<file path="config.mk">
export PLATFORM = sky130hd
export DESIGN_NAME = dht22_poll_scheduler
export DESIGN_NICKNAME = d
export VERILOG_FILES = /design/src/rtl/dht22_poll_scheduler.sv
export SDC_FILE = /design/constraint.sdc
export NUM_CORES = 1
export LEC_CHECK = 0
export ABC_AREA = 0
export BUFFER_PORTS_ARGS = -buffer_cell sky130_fd_sc_hd__clkbuf_2
export CORE_MARGIN = 4
export CORE_UTILIZATION = 50
export DETAILED_ROUTE_END_ITERATION = 8
export GPL_ROUTABILITY_DRIVEN = 0
export PLACE_DENSITY = 0.72
export SYNTH_ARGS = -nofsm -noshare
export SYNTH_HDL_FRONTEND = slang
export SYNTH_SLANG_ARGS = --single-unit
</file>
<file path="constraint.sdc">
create_clock -name clk -period 2.7 [get_ports clk]
set_clock_uncertainty 0.05 [all_clocks]
set_input_delay 0.27 -clock clk [delete_from_list [all_inputs] [get_ports clk]]
set_output_delay 0.27 -clock clk [all_outputs]
set_load 0.005 [all_outputs]
</file>
<file path="src/rtl/dht22_poll_scheduler.sv">
// Read scheduler for the DHT22 front end: periodic/manual triggering, minimum inter-read gap,
// transaction timeout, automatic retry and a hold register for the last accepted sample.
module dht22_poll_scheduler #(
  parameter int CLK_FREQ       = 100000000,
  parameter int POLL_PERIOD_US = 2000000,
  parameter int MIN_GAP_US     = 2000000,
  parameter int TIMEOUT_US     = 10000,
  parameter int MAX_RETRIES    = 3
) (
  input  logic        clk,
  input  logic        arstn,
  input  logic        enable,
  input  logic        manual_req,
  output logic        start_read,
  input  logic        sys_idle,
  input  logic        data_ready,
  input  logic [11:0] humidity_bcd_in,
  input  logic [11:0] temp_bcd_in,
  input  logic        temp_neg_in,
  output logic [11:0] humidity_bcd,
  output logic [11:0] temp_bcd,
  output logic        temp_neg,
  output logic        sample_valid,
  output logic        have_sample,
  output logic        busy,
  output logic [3:0]  fail_count,
  output logic        sensor_fault
);

  localparam int TICK_DIV = (CLK_FREQ >= 2000000) ? (CLK_FREQ / 1000000) : 1;
  localparam int PRE_W    = (TICK_DIV > 1) ? $clog2(TICK_DIV) : 1;
  localparam int POLL_W   = ($clog2(POLL_PERIOD_US + 1) > 20) ? $clog2(POLL_PERIOD_US + 1) : 20;
  localparam int GAP_W    = $clog2(MIN_GAP_US + 2);
  localparam int TMO_W    = $clog2(TIMEOUT_US + 2);

  localparam logic [PRE_W-1:0]  PRE_LAST  = PRE_W'(TICK_DIV - 1);
  localparam logic [PRE_W-1:0]  PRE_ONE   = PRE_W'(1);
  localparam logic [POLL_W-1:0] POLL_LIM  = POLL_W'(POLL_PERIOD_US);
  localparam logic [POLL_W-1:0] POLL_ONE  = POLL_W'(1);
  localparam logic [GAP_W-1:0]  GAP_LIM   = GAP_W'(MIN_GAP_US);
  localparam logic [GAP_W-1:0]  GAP_ONE   = GAP_W'(1);
  localparam logic [TMO_W-1:0]  TMO_LIM   = TMO_W'(TIMEOUT_US);
  localparam logic [TMO_W-1:0]  TMO_ONE   = TMO_W'(1);
  localparam logic [3:0]        RETRY_LIM = 4'(MAX_RETRIES);

  typedef enum logic [1:0] {
    ST_IDLE,
    ST_START,
    ST_WAIT_DONE,
    ST_WAIT_IDLE
  } state_t;

  state_t             state_reg;
  logic [PRE_W-1:0]   pre_cnt_reg;
  logic [POLL_W-1:0]  poll_cnt_reg;
  logic [GAP_W-1:0]   gap_cnt_reg;
  logic [TMO_W-1:0]   tmo_cnt_reg;
  logic               poll_pend_reg;
  logic               man_pend_reg;
  logic               gap_ok_reg;

  logic               tick;
  logic               launch;
  logic               idle_return;
  logic               tmo_hit;
  logic               frame_ok;
  logic               read_fail;
  logic               retry;
  logic [3:0]         fail_next;
  logic [23:0]        frame_digits;
  logic [5:0]         digit_ok;

  assign tick        = (pre_cnt_reg == PRE_LAST);
  assign launch      = (state_reg == ST_IDLE) && (poll_pend_reg || man_pend_reg) && gap_ok_reg && sys_idle;
  assign idle_return = (state_reg == ST_WAIT_IDLE) && sys_idle;
  assign tmo_hit     = (tmo_cnt_reg == TMO_LIM);

  // A frame is accepted only when all six BCD digits are decimal.
  assign frame_digits = {humidity_bcd_in, temp_bcd_in};
  for (genvar gi = 0; gi < 6; gi++) begin : g_digit
    assign digit_ok[gi] = (frame_digits[gi*4 +: 4] <= 4'd9);
  end
  assign frame_ok = &digit_ok;

  assign read_fail = (state_reg == ST_WAIT_DONE) && ((data_ready && !frame_ok) || (!data_ready && tmo_hit));
  assign fail_next = (fail_count == 4'hF) ? 4'hF : (fail_count + 4'd1);
  assign retry     = read_fail && (fail_next < RETRY_LIM);

  always_ff @(posedge clk or negedge arstn) begin
    if (!arstn) begin
      pre_cnt_reg <= '0;
    end else begin
      pre_cnt_reg <= tick ? '0 : (pre_cnt_reg + PRE_ONE);
    end
  end

  // Poll timer measures start to start and saturates at the period.
  always_ff @(posedge clk or negedge arstn) begin
    if (!arstn) begin
      poll_cnt_reg  <= '0;
      poll_pend_reg <= 1'b0;
    end else begin
      if (launch) begin
        poll_cnt_reg <= '0;
      end else if (tick && (poll_cnt_reg != POLL_LIM)) begin
        poll_cnt_reg <= poll_cnt_reg + POLL_ONE;
      end
      if (!enable || launch) begin
        poll_pend_reg <= 1'b0;
      end else if (poll_cnt_reg == POLL_LIM) begin
        poll_pend_reg <= 1'b1;
      end
    end
  end

  always_ff @(posedge clk or negedge arstn) begin
    if (!arstn) begin
      man_pend_reg <= 1'b0;
    end else if (manual_req || retry) begin
      man_pend_reg <= 1'b1;
    end else if (launch) begin
      man_pend_reg <= 1'b0;
    end
  end

  // Gap timer restarts on each return to idle; gap_ok starts set so the first read is not delayed.
  always_ff @(posedge clk or negedge arstn) begin
    if (!arstn) begin
      gap_cnt_reg <= '0;
      gap_ok_reg  <= 1'b1;
    end else if (idle_return) begin
      gap_cnt_reg <= '0;
      gap_ok_reg  <= 1'b0;
    end else begin
      if (tick && (gap_cnt_reg != GAP_LIM)) begin
        gap_cnt_reg <= gap_cnt_reg + GAP_ONE;
      end
      if (gap_cnt_reg == GAP_LIM) begin
        gap_ok_reg <= 1'b1;
      end
    end
  end

  always_ff @(posedge clk or negedge arstn) begin
    if (!arstn) begin
      tmo_cnt_reg <= '0;
    end else if (state_reg == ST_START) begin
      tmo_cnt_reg <= '0;
    end else if ((state_reg == ST_WAIT_DONE) && tick && !tmo_hit) begin
      tmo_cnt_reg <= tmo_cnt_reg + TMO_ONE;
    end
  end

  always_ff @(posedge clk or negedge arstn) begin
    if (!arstn) begin
      state_reg    <= ST_IDLE;
      start_read   <= 1'b0;
      busy         <= 1'b0;
      sample_valid <= 1'b0;
      humidity_bcd <= '0;
      temp_bcd     <= '0;
      temp_neg     <= 1'b0;
      have_sample  <= 1'b0;
      fail_count   <= '0;
      sensor_fault <= 1'b0;
    end else begin
      start_read   <= 1'b0;
      sample_valid <= 1'b0;
      case (state_reg)
        ST_IDLE: begin
          if (launch) begin
            state_reg  <= ST_START;
            start_read <= 1'b1;
            busy       <= 1'b1;
          end
        end
        ST_START: begin
          state_reg <= ST_WAIT_DONE;
        end
        ST_WAIT_DONE: begin
          // data_ready takes precedence over a timeout in the same cycle.
          if (data_ready && frame_ok) begin
            humidity_bcd <= humidity_bcd_in;
            temp_bcd     <= temp_bcd_in;
            temp_neg     <= temp_neg_in;
            sample_valid <= 1'b1;
            have_sample  <= 1'b1;
            fail_count   <= '0;
            sensor_fault <= 1'b0;
            state_reg    <= ST_WAIT_IDLE;
          end else if (read_fail) begin
            fail_count   <= fail_next;
            sensor_fault <= (fail_next >= RETRY_LIM);
            state_reg    <= ST_WAIT_IDLE;
          end
        end
        ST_WAIT_IDLE: begin
          if (sys_idle) begin
            state_reg <= ST_IDLE;
            busy      <= 1'b0;
          end
        end
        default: begin
          state_reg <= ST_IDLE;
          busy      <= 1'b0;
        end
      endcase
    end
  end

endmodule

</file>
# Word-level counts from Yosys, hierarchy flattened
# Index checks and enable logic that the tools add are counted.
[word_totals] regBits=102 latch_bits=0 mem_bits_rw=0 mem_bits_ro=0 input_bits=31 output_inout_bits=34 elab_cells=108 mem_count=0
[classes] n_addsub=5 n_mul=0 n_div=0 order_cmp=8 n_eq_ne=13 shift=0 mux=30 n_bitwise=0 n_reduce_logical=35
[ops] operator="21-bit two-way mux" n=4
[ops] operator="21-bit by 1-bit adder with 21-bit output, second input constant" n=2
[ops] operator="21-bit equality test, second input constant" n=2
[ops] operator="21-bit != test, second input constant" n=2
[ops] operator="14-bit two-way mux" n=2
[ops] operator="4-bit <= comparator, second input constant" n=6
[ops] operator="2-bit nonzero test" n=8
[ops] operator="14-bit by 1-bit adder with 14-bit output, second input constant" n=1
[ops] operator="14-bit equality test, second input constant" n=1
[ops] operator="1-bit two-way mux" n=14
[ops] operator="1-bit logical AND" n=13
[ops] operator="4-bit two-way mux" n=3
[ops] operator="2-bit two-way mux" n=4
[ops] operator="2-bit one-hot mux with 4 select lines" n=1
[ops] operator="7-bit by 1-bit adder with 7-bit output, second input constant" n=1
[ops] operator="7-bit equality test, second input constant" n=1
[ops] operator="7-bit two-way mux" n=1
[ops] operator="3-bit AND reduction" n=2
[ops] operator="6-bit AND reduction" n=1
[ops] operator="4-bit by 1-bit adder with 4-bit output, second input constant" n=1
[ops] operator="2-bit equality test, second input constant" n=2
[ops] operator="4-bit equality test, second input constant" n=1
[ops] operator="4-bit by 2-bit >= comparator with 1-bit output, second input constant" n=1
[ops] operator="1-bit logical NOT" n=4
[ops] operator="other kinds (8)" n=13

# Depth between registers and ports, before layout
# Gate-level depths: netlist of the first run.
[depth] word_depth=9 depth_mapped=9 depth_no_buf=7

# Worst setup path before layout of the first run
# OpenSTA, ideal clock, no wires.
[synth_path] kind="register -> register" from="reg tmo_cnt_reg[0]" to="reg state_reg[1]" setup_ns=0.125 t_arrival_ns=2.009 t_required_ns=2.525 slack_ns=0.516 stages_incl_launch_ff=8 path_buffers=0 period_less_slack_ns=2.184 path_cell_list="dfrtp_1 > inv_1 > ha_1 > or4b_1 > nor4_1 > nor2_1 > a21oi_1 > mux2_2"
[synth_via] elab_chain_len=6
[synth_rtl] element="start, declared" line_no="57" source="logic [TMO_W-1:0] tmo_cnt_reg;"
[synth_rtl] element="start signal, assigned" line_no="150" source="tmo_cnt_reg <= tmo_cnt_reg + TMO_ONE;"
[synth_rtl] element="14-bit equality test" line_no="76" source="assign tmo_hit = (tmo_cnt_reg == TMO_LIM);"
[synth_rtl] element="1-bit logical AND" line_no="85" source="assign read_fail = (state_reg == ST_WAIT_DONE) && ((data_ready && !frame_ok) || (!data_ready && tmo_hit));"
[synth_rtl] element="1-bit logical OR" line_no="85"
[synth_rtl] element="1-bit logical AND" line_no="85"
[synth_rtl] element="3-bit by 2-bit != test with 1-bit output (no source line)"
[synth_rtl] element="3-bit AND reduction (no source line)"
[synth_rtl] element="end signal, assigned" line_no="156" source="state_reg <= ST_IDLE;"
[synth_rtl] element="end signal, assigned" line_no="172" source="state_reg <= ST_START;"
[synth_rtl] element="end signal, assigned" line_no="178" source="state_reg <= ST_WAIT_DONE;"
[synth_rtl] element="end, declared" line_no="53" source="state_t state_reg;"
# No other way between the ends.
# A chain may end at the register's enable or synchronous reset.

# Worst setup path after layout of the first run
# Ends and elaborated chain as after synthesis.

==> flow_summary.rst, run 1 <==
.. list-table::
   :header-rows: 1

   * - Metric
     - Value
   * - Max-Slew Margin vs Limit
     - 0.572
   * - EDFF count, synth
     - 0
   * - I/O Pins
     - 65
   * - Worst Max-Slew Pin Slew
     - 0.641 ns
   * - Post-CTS Setup Repair Bufs
     - 0
   * - Post-layout total power
     - 4230 uW
   * - Post-detailed-route wirelength per cell
     - 15.7 um
   * - Number of hold violations in the final report
     - 0
   * - Global-route wire length before repair
     - 18700 um
   * - Ordered cell list for the critical path
     - inv_1 > ha_1 > or4b_1 > nor4_1 > nor2_1 > a21oi_1 > mux2_2
   * - Final antenna diode count
     - 0
   * - Top achievable clock speed
     - 0.419 GHz
   * - Register area share after synthesis
     - 0.497
   * - Worst min path class
     - in -> reg
   * - Largest net degree at the start of global routing
     - 51
   * - Data required, critical path
     - 2.91 ns
   * - Kind of end point of the critical path
     - register
   * - Initial Util
     - 0.518
   * - Time the final worst path needs with I/O delays and setup
     - 2.39 ns
   * - Slowest stage cell, crit path
     - sky130_fd_sc_hd__or4b_1
   * - Overall die area
     - 12000 um^2
   * - Synth warnings
     - 0
   * - Number of DRC violations after detailed routing
     - 0
   * - Final period utilization
     - 0.884
   * - Max Buffers Root-to-Sink
     - 2
   * - Count of different cell masters after synthesis
     - 60
   * - Max Cap Viol
     - 0
   * - Fraction of synthesized cell area taken by the top area cell type
     - 0.492
   * - Most common cell in the netlist
     - sky130_fd_sc_hd__dfrtp_1
   * - PD cells
     - 730 nW/um^2
   * - Share of final-layout standard cells stronger than drive strength 1
     - 0.240
   * - Post-CTS Resized
     - 0
   * - Placeable core region
     - 9910 um^2
   * - Startpoint type of the worst setup path
     - register
   * - Synth Area per Inst
     - 10.3 um^2
   * - Synth area leader
     - sky130_fd_sc_hd__dfrtp_1
   * - Length of the first detailed-routing pass in iterations
     - 5
   * - Number of global-route vias before repair
     - 3892
   * - Horizontal extent of the die
     - 109 um
   * - Final antenna-violating net count
     - 0
   * - IO buf count
     - 64
   * - Setup violators final
     - 0
   * - Layout overhead on the synthesized area
     - 12.9%
   * - Worst reg2reg setup slack
     - 0.31 ns
   * - # clock sinks
     - 102
   * - Number of nets in the finished design
     - 610
   * - Status
     - complete, no violations
   * - Dominant register cell in the synthesized netlist
     - sky130_fd_sc_hd__dfrtp_1
   * - Vertical extent of the die
     - 109 um
   * - Area contributors post-synth
     - sky130_fd_sc_hd__dfrtp_1 (49%), sky130_fd_sc_hd__mux2_2 (5.7%), sky130_fd_sc_hd__xnor2_1 (4.3%), sky130_fd_sc_hd__nor2_1 (4.2%), sky130_fd_sc_hd__nand2_1 (3.0%)
   * - Total track usage
     - 0.196
   * - Most used standard cells in the synthesized netlist
     - sky130_fd_sc_hd__dfrtp_1 (101), sky130_fd_sc_hd__nor2_1 (57), sky130_fd_sc_hd__nand2_1 (41)
   * - Crit Path Class
     - reg -> reg
   * - Clock root buffer
     - sky130_fd_sc_hd__clkbuf_8
   * - Detailed-placement wirelength estimate
     - 8090 um
   * - Maximum fanout encountered on the critical timing path
     - 4
   * - CTS clock-pin slew for the worst setup and hold paths
     - 0.10 ns
   * - CTS H-tree lvls
     - 3
   * - Total number of vias
     - 3935
   * - Hold bufs inserted after CTS
     - 1
   * - Number of synthesized register bits
     - 102
   * - Netlist Area Pre-Place
     - 5140 um^2
   * - CTS tree
     - done
   * - Number of cells produced by synthesis
     - 499
   * - Sum of routed wire length over all layers
     - 11000 um
   * - Initial antenna violation count
     - 0
   * - Highest ir drop seen on vdd
     - 422 uV
   * - Async SR Flop Fraction
     - 1.00
   * - RSZ-0062 raised after global routing
     - no
   * - Initial DRC Count
     - 241
   * - Per-cell via count in the routed design
     - 5.58
   * - Number of clock buffers inserted by TritonCTS
     - 9
   * - Total grt overflow
     - 0
   * - Data arrival, critical path
     - 2.60 ns
   * - Floorplan row count
     - 36
   * - Count of final max-slew check failures
     - 0
   * - Setup Total Neg Slack
     - 0 ns
   * - Critical path's largest stage delay
     - 0.50 ns
   * - Number of nets produced by synthesis
     - 542
   * - Top cell family by delay on the critical path
     - simple AND/OR/NAND/NOR gates
   * - Leakage
     - 0.00257 uW
   * - Number of buffers and inverters on the critical path
     - 1
   * - Clk_lat worst skew
     - 0.37 ns
==> per-layer routing <==
| metal | global-route usage | wire, um | vias to the layer above |
|---|---|---|---|
| met3 | 0.0482 | 450 | 6 |
| met4 | 0.0472 | 95 | 0 |
| met5 | 0 | 0 | - |
| met1 | 0.268 | 4820 | 1932 |
| li1 | - | - | 1919 |
| met2 | 0.316 | 5670 | 78 |
==> worst paths after layout <==
check / from / end / depth (start not counted)
setup reg to reg: tmo_cnt_reg[0] / state_reg[1] / 7
hold / removal: enable / poll_pend_reg / 2
min in group asynchronous: arstn / poll_cnt_reg[19] / 2
hold reg to reg: pre_cnt_reg[0] / pre_cnt_reg[0] / 1
setup / recovery: tmo_cnt_reg[0] / state_reg[1] / 7
max in group asynchronous: arstn / tmo_cnt_reg[7] / 3
==> worst register-to-register path, cell delays in order (launching register included) <==
cell	delay [ns]
sky130_fd_sc_hd__dfrtp_1	0.43
sky130_fd_sc_hd__inv_1	0.07
sky130_fd_sc_hd__ha_1	0.13
sky130_fd_sc_hd__or4b_1	0.50
sky130_fd_sc_hd__nor4_1	0.44
sky130_fd_sc_hd__nor2_1	0.08
sky130_fd_sc_hd__a21oi_1	0.23
sky130_fd_sc_hd__mux2_2	0.37
==> where the power goes <==
part | switching, uW | internal [uW]
sequential | 329 | 1890
clock | 548 | 343
combinational | 562 | 559
total | 1440 | 2790
==> final cells by class <==
type,instances,area (um^2)
inverter,16,60.1
fill,862,4110
clock inverter,6,46.3
tap,133,166
sequential,102,2550
timing repair buffer,73,405
clock buffer,10,128
multi-input combinational,365,2440
==> placed cells by master (no fill, tap or decap), types with 3 or more instances in the layout <==
| cell | synthesis | final |
|---|---|---|
| sky130_fd_sc_hd__a211oi_1 | 3 | 3 |
| sky130_fd_sc_hd__a21oi_1 | 20 | 20 |
| sky130_fd_sc_hd__and2_1 | 3 | 3 |
| sky130_fd_sc_hd__and3_1 | 6 | 6 |
| sky130_fd_sc_hd__buf_4 | 0 | 8 |
| sky130_fd_sc_hd__clkbuf_2 | 0 | 63 |
| sky130_fd_sc_hd__clkbuf_8 | 0 | 9 |
| sky130_fd_sc_hd__dfrtp_1 | 101 | 101 |
| sky130_fd_sc_hd__ha_1 | 12 | 12 |
| sky130_fd_sc_hd__inv_1 | 16 | 16 |
| sky130_fd_sc_hd__mux2_2 | 26 | 26 |
| sky130_fd_sc_hd__mux2i_1 | 3 | 3 |
| sky130_fd_sc_hd__nand2_1 | 41 | 41 |
| sky130_fd_sc_hd__nand2b_1 | 5 | 5 |
| sky130_fd_sc_hd__nand3_1 | 25 | 25 |
| sky130_fd_sc_hd__nand4_1 | 14 | 14 |
| sky130_fd_sc_hd__nor2_1 | 57 | 56 |
| sky130_fd_sc_hd__nor3_1 | 12 | 12 |
| sky130_fd_sc_hd__nor4_1 | 12 | 12 |
| sky130_fd_sc_hd__o211ai_1 | 4 | 4 |
| sky130_fd_sc_hd__o21ai_0 | 18 | 18 |
| sky130_fd_sc_hd__o21ai_1 | 3 | 3 |
| sky130_fd_sc_hd__o31ai_1 | 6 | 6 |
| sky130_fd_sc_hd__or2_2 | 3 | 3 |
| sky130_fd_sc_hd__or3_1 | 4 | 4 |
| sky130_fd_sc_hd__or3_2 | 4 | 4 |
| sky130_fd_sc_hd__or4_1 | 9 | 9 |
| sky130_fd_sc_hd__xnor2_1 | 25 | 25 |
| sky130_fd_sc_hd__xor2_1 | 11 | 11 |
==> cell families (layout without fill, tap and decap cells) <==
family,count (synthesis),count (layout),share of synthesized area
compound gates,69,69,0.0921
flops,102,102,0.497
mux,29,29,0.0629
buf+inv,32,105,0.0283
fa+ha+maj,12,12,0.0292
simple gates,219,219,0.229
xor+xnor,36,36,0.0614
==> per-stage QoR <==
stage	hold WS, ns	instances	utilization	instance area (um^2)	worst slack (ns)
6_report	0.0592	705	0.585	5800	0.313
5_1_grt	0.0621	705	0.585	5800	0.106
4_1_cts	0.0471	705	0.585	5800	0.298
3_5_place_dp	0.288	688	0.567	5620	0.311
3_3_place_gp	0.283	688	0.567	5620	0.404
2_1_floorplan	-0.0756	499	-	5140	0.516
Note: power is estimated with default switching activity, not from simulation.
==> run 2, diff against run 1 <==
--- a/config.mk
+++ b/config.mk
@@ -5,7 +5,7 @@
 export SDC_FILE = /design/constraint.sdc
 export NUM_CORES = 1
 export LEC_CHECK = 0
-export ABC_AREA = 0
+export ABC_AREA = 1
 export BUFFER_PORTS_ARGS = -buffer_cell sky130_fd_sc_hd__clkbuf_2
 export CORE_MARGIN = 4
 export CORE_UTILIZATION = 50
==> run 2 against run 1 <==
Against the previous run: cell count rose by 44%; wire length rose by 20%; final area rose by 14%; register-to-register slack improved by 0.18 ns; global-route usage rose by 1.8 points; flip-flop and latch count did not move; largest cell class is now multi-input combinational cells; largest power group unchanged; highest routed layer unchanged.
==> flow_summary.rst, run 2 <==
.. list-table::
   :header-rows: 1

   * - Metric
     - Value
   * - Status
     - complete, no violations
   * - Synth Area per Inst
     - 7.30 um^2 (-29%)
   * - Number of nets produced by synthesis
     - 845 (+56%)
   * - Clk_lat worst skew
     - 0.36 ns (about the same)
   * - Launching instance or port of the critical path
     - state_reg[0]
   * - Detailed-placement wirelength estimate
     - 9570 um (+18%)
   * - Highest ir drop seen on vdd
     - 589 uV (+40%)
   * - Most used standard cells in the synthesized netlist
     - sky130_fd_sc_hd__nand2_1 (299), sky130_fd_sc_hd__dfrtp_1 (101), sky130_fd_sc_hd__nor2_1 (98)
   * - Length of the first detailed-routing pass in iterations
     - 6 (+1)
   * - Per-cell via count in the routed design
     - 5.13 (-8.1%)
   * - Seq pwr share
     - 0.469 (-0.056)
   * - Number of nets in the finished design
     - 909 (+49%)
   * - Worst reg2reg setup slack
     - 0.50 ns (+0.18 ns)
   * - Crit Path Class
     - reg -> reg
   * - Sum of routed wire length over all layers
     - 13300 um (+20%)
   * - Max Cap Viol
     - 0 (unchanged)
   * - Total grt overflow
     - 0 (unchanged)
   * - Crit Reg-Reg Endpoint
     - poll_cnt_reg[5]
   * - Total track usage
     - 0.214 (+0.0178)
   * - Largest net degree at the start of global routing
     - 46 (-9.8%)
   * - Layout overhead on the synthesized area
     - 12.8% (about the same)
   * - Switching share of power
     - 0.347 (+0.00727)
   * - I/O Pins
     - 65 (unchanged)
   * - Kind of end point of the critical path
     - register
   * - Synth area leader
     - sky130_fd_sc_hd__dfrtp_1
   * - Internal Dissipation
     - 2910 uW (+4.4%)
   * - Data arrival, critical path
     - 2.36 ns (-0.24 ns)
   * - Startpoint type of the worst setup path
     - register
   * - Maximum fanout encountered on the critical timing path
     - 21 (+17)
   * - PD cells
     - 676 nW/um^2 (-7.4%)
   * - Post-CTS Setup Repair Bufs
     - 0 (unchanged)
   * - Number of DRC violations after detailed routing
     - 0 (unchanged)
   * - # clock sinks
     - 102 (unchanged)
   * - Vertical extent of the die
     - 116 um (+6.3%)
   * - Final antenna diode count
     - 0 (unchanged)
   * - Number of hold violations in the final report
     - 0 (unchanged)
   * - Worst Max-Slew Pin Slew
     - 0.871 ns (+0.229 ns)
   * - Fraction of power consumed by the clock network
     - 0.284 (+0.074)
   * - RSZ-0062 raised after global routing
     - no
   * - Initial DRC Count
     - 301 (+25%)
   * - Netlist Area Pre-Place
     - 5860 um^2 (+14%)
   * - Time the final worst path needs with I/O delays and setup
     - 2.20 ns (-0.184 ns)
   * - Number of synthesized register bits
     - 102 (unchanged)
   * - Area contributors post-synth
     - sky130_fd_sc_hd__dfrtp_1 (43%), sky130_fd_sc_hd__nand2_1 (19%), sky130_fd_sc_hd__nor2_1 (6.3%), sky130_fd_sc_hd__nand3_1 (5.9%), sky130_fd_sc_hd__xor2_1 (4.2%)
   * - Top library cells by usage in the layout, fill and taps aside
     - sky130_fd_sc_hd__nand2_1 (299), sky130_fd_sc_hd__dfrtp_1 (101), sky130_fd_sc_hd__nor2_1 (98), sky130_fd_sc_hd__nand3_1 (69), sky130_fd_sc_hd__clkbuf_2 (63)
   * - Count of final max-slew check failures
     - 0 (unchanged)
   * - Global-route wire length before repair
     - 23300 um (+25%)
   * - Data required, critical path
     - 2.86 ns (-0.05 ns)
   * - Total number of vias
     - 5201 (+32%)
   * - Setup slack after layout
     - 0.497 ns (+0.184 ns)
   * - Horizontal extent of the die
     - 116 um (+6.3%)
   * - IO buf count
     - 64 (unchanged)
   * - Clock root buffer
     - sky130_fd_sc_hd__clkbuf_16
   * - Synth warnings
     - 0 (unchanged)
   * - Final antenna-violating net count
     - 0 (unchanged)
   * - Dominant register cell in the synthesized netlist
     - sky130_fd_sc_hd__dfrtp_1
   * - Leakage
     - 0.00328 uW (+28%)
   * - CTS tree
     - done
   * - Post-detailed-route wirelength per cell
     - 13.1 um (-16%)
   * - Register area share after synthesis
     - 0.436 (-0.0611)
   * - Net switching component of the power
     - 1550 uW (+7.8%)
   * - EDFF count, synth
     - 0 (unchanged)
   * - Number of clock buffers inserted by TritonCTS
     - 9 (unchanged)
   * - Worst min path class
     - in -> reg
   * - Number of fill cells in the layout
     - 1103 (+28%)
   * - Worst flop-to-flop path startpoint
     - state_reg[0]
   * - Register-to-Register Path Depth
     - 7 (unchanged)
   * - Combinational Power Share
     - 0.247 (-0.018)
   * - Count of different cell masters after synthesis
     - 35 (-42%)
   * - Top achievable clock speed
     - 0.454 GHz (+8.4%)
   * - Most common cell after layout, fill and taps aside
     - sky130_fd_sc_hd__nand2_1
   * - Async SR Flop Fraction
     - 1.00 (unchanged)
   * - End point of the critical path
     - poll_cnt_reg[5]
   * - Max-Slew Margin vs Limit
     - 0.416 (-0.157)
   * - Initial Util
     - 0.513 (-0.00549)
   * - Post-layout total power
     - 4470 uW (+5.5%)
   * - Setup violators final
     - 0 (unchanged)
   * - Overall die area
     - 13500 um^2 (+13%)
   * - Final period utilization
     - 0.816 (-0.0683)
   * - Most common cell in the netlist
     - sky130_fd_sc_hd__nand2_1
   * - Setup Total Neg Slack
     - 0 ns (unchanged)
   * - Floorplan row count
     - 39 (+8.3%)
   * - Placeable core region
     - 11400 um^2 (+15%)
   * - Max Buffers Root-to-Sink
     - 2 (unchanged)
   * - Fraction of synthesized cell area taken by the top area cell type
     - 0.432 (-0.0605)
   * - CTS H-tree lvls
     - 3 (unchanged)
   * - Share of final-layout standard cells stronger than drive strength 1
     - 0.141 (-0.0983)
   * - Number of cells produced by synthesis
     - 802 (+61%)
   * - CTS clock-pin slew for the worst setup and hold paths
     - 0.08 ns (-0.02 ns)
   * - Number of global-route vias before repair
     - 5026 (+29%)
   * - Worst setup slack after placement
     - 0.480 ns (+0.169 ns)
   * - Initial antenna violation count
     - 0 (unchanged)
## run 2: area by class of cell
class,instances,area [um^2],area share
timing repair buffer,70,383,0.0579
tap,143,179,0.0271
multi-input combinational,618,2960,0.447
inverter,65,244,0.0369
clock buffer,9,225,0.0341
clock inverter,7,67.6,0.0102
sequential,102,2550,0.386
## run 2: worst min path at each step
stage | slack [ns] | endpoint | from | depth (start not counted)
after floorplan | -0.08 | busy | arstn | 0
after global placement | 0.28 | gap_cnt_reg[16] | arstn | 1
after detailed placement | 0.28 | gap_cnt_reg[16] | arstn | 1
after CTS | 0.04 | temp_neg | temp_neg_in | 3
after global routing | 0.05 | temp_bcd[8] | temp_bcd_in[8] | 3
final | 0.05 | temp_neg | temp_neg_in | 3
## run 2: logic make-up (layout without fill, tap and decap cells)
| family | count (synthesis) | in the layout | share of synthesized area |
|---|---|---|---|
| AND/OR/NAND/NOR | 527 | 527 | 0.387 |
| flip-flops | 102 | 102 | 0.436 |
| buffers and inverters | 82 | 151 | 0.0592 |
| AO/OA/AOI/OAI | 48 | 48 | 0.0453 |
| XOR/XNOR | 31 | 31 | 0.0464 |
| adder cells (fa/ha/maj) | 12 | 12 | 0.0256 |
## run 2: routing by layer
| layer | global-route usage | share of wire | wire [um] |
|---|---|---|---|
| met1 | 0.287 | 0.46 | 6070 |
| met2 | 0.336 | 0.46 | 6160 |
| met3 | 0.0674 | 0.066 | 878 |
| met4 | 0.0603 | 0.014 | 183 |
| met5 | 0 | 0 | 0 |
## run 2: what timing repair did
item / 4_1_cts / 5_1_grt
hold endpoints to repair: 43 / 0
hold buffers: 1 / 0
gates resized for setup: 0 / 0
## run 2: critical path, stage by stage (launching register included)
cell                      delay [ns]
sky130_fd_sc_hd__dfrtp_1        0.42
sky130_fd_sc_hd__inv_1          0.10
sky130_fd_sc_hd__ha_1           0.21
sky130_fd_sc_hd__nand3_1        0.15
sky130_fd_sc_hd__nor2_4         0.23
sky130_fd_sc_hd__inv_2          0.21
sky130_fd_sc_hd__o21ai_1        0.53
sky130_fd_sc_hd__o21ai_0        0.15
## run 2: per-stage QoR
step           hold slack (ns)  std cells  area (um^2)   util
2_1_floorplan          -0.0756        802         5860      -
3_3_place_gp             0.278        997         6300  0.552
3_5_place_dp             0.282        997         6300  0.552
4_1_cts                 0.0441       1014         6610  0.579
5_1_grt                 0.0543       1014         6610  0.579
6_report                0.0539       1014         6610  0.579
## run 2: power by group through the flow
stage / registers [uW] / clock network [uW] / logic [uW]
after floorplan: 2070 / 0 / 674
after global placement: 2110 / 0 / 1090
after detailed placement: 2110 / 0 / 1120
after CTS: 2090 / 1310 / 1120
after global routing: 2140 / 1360 / 1280
final: 2090 / 1270 / 1100
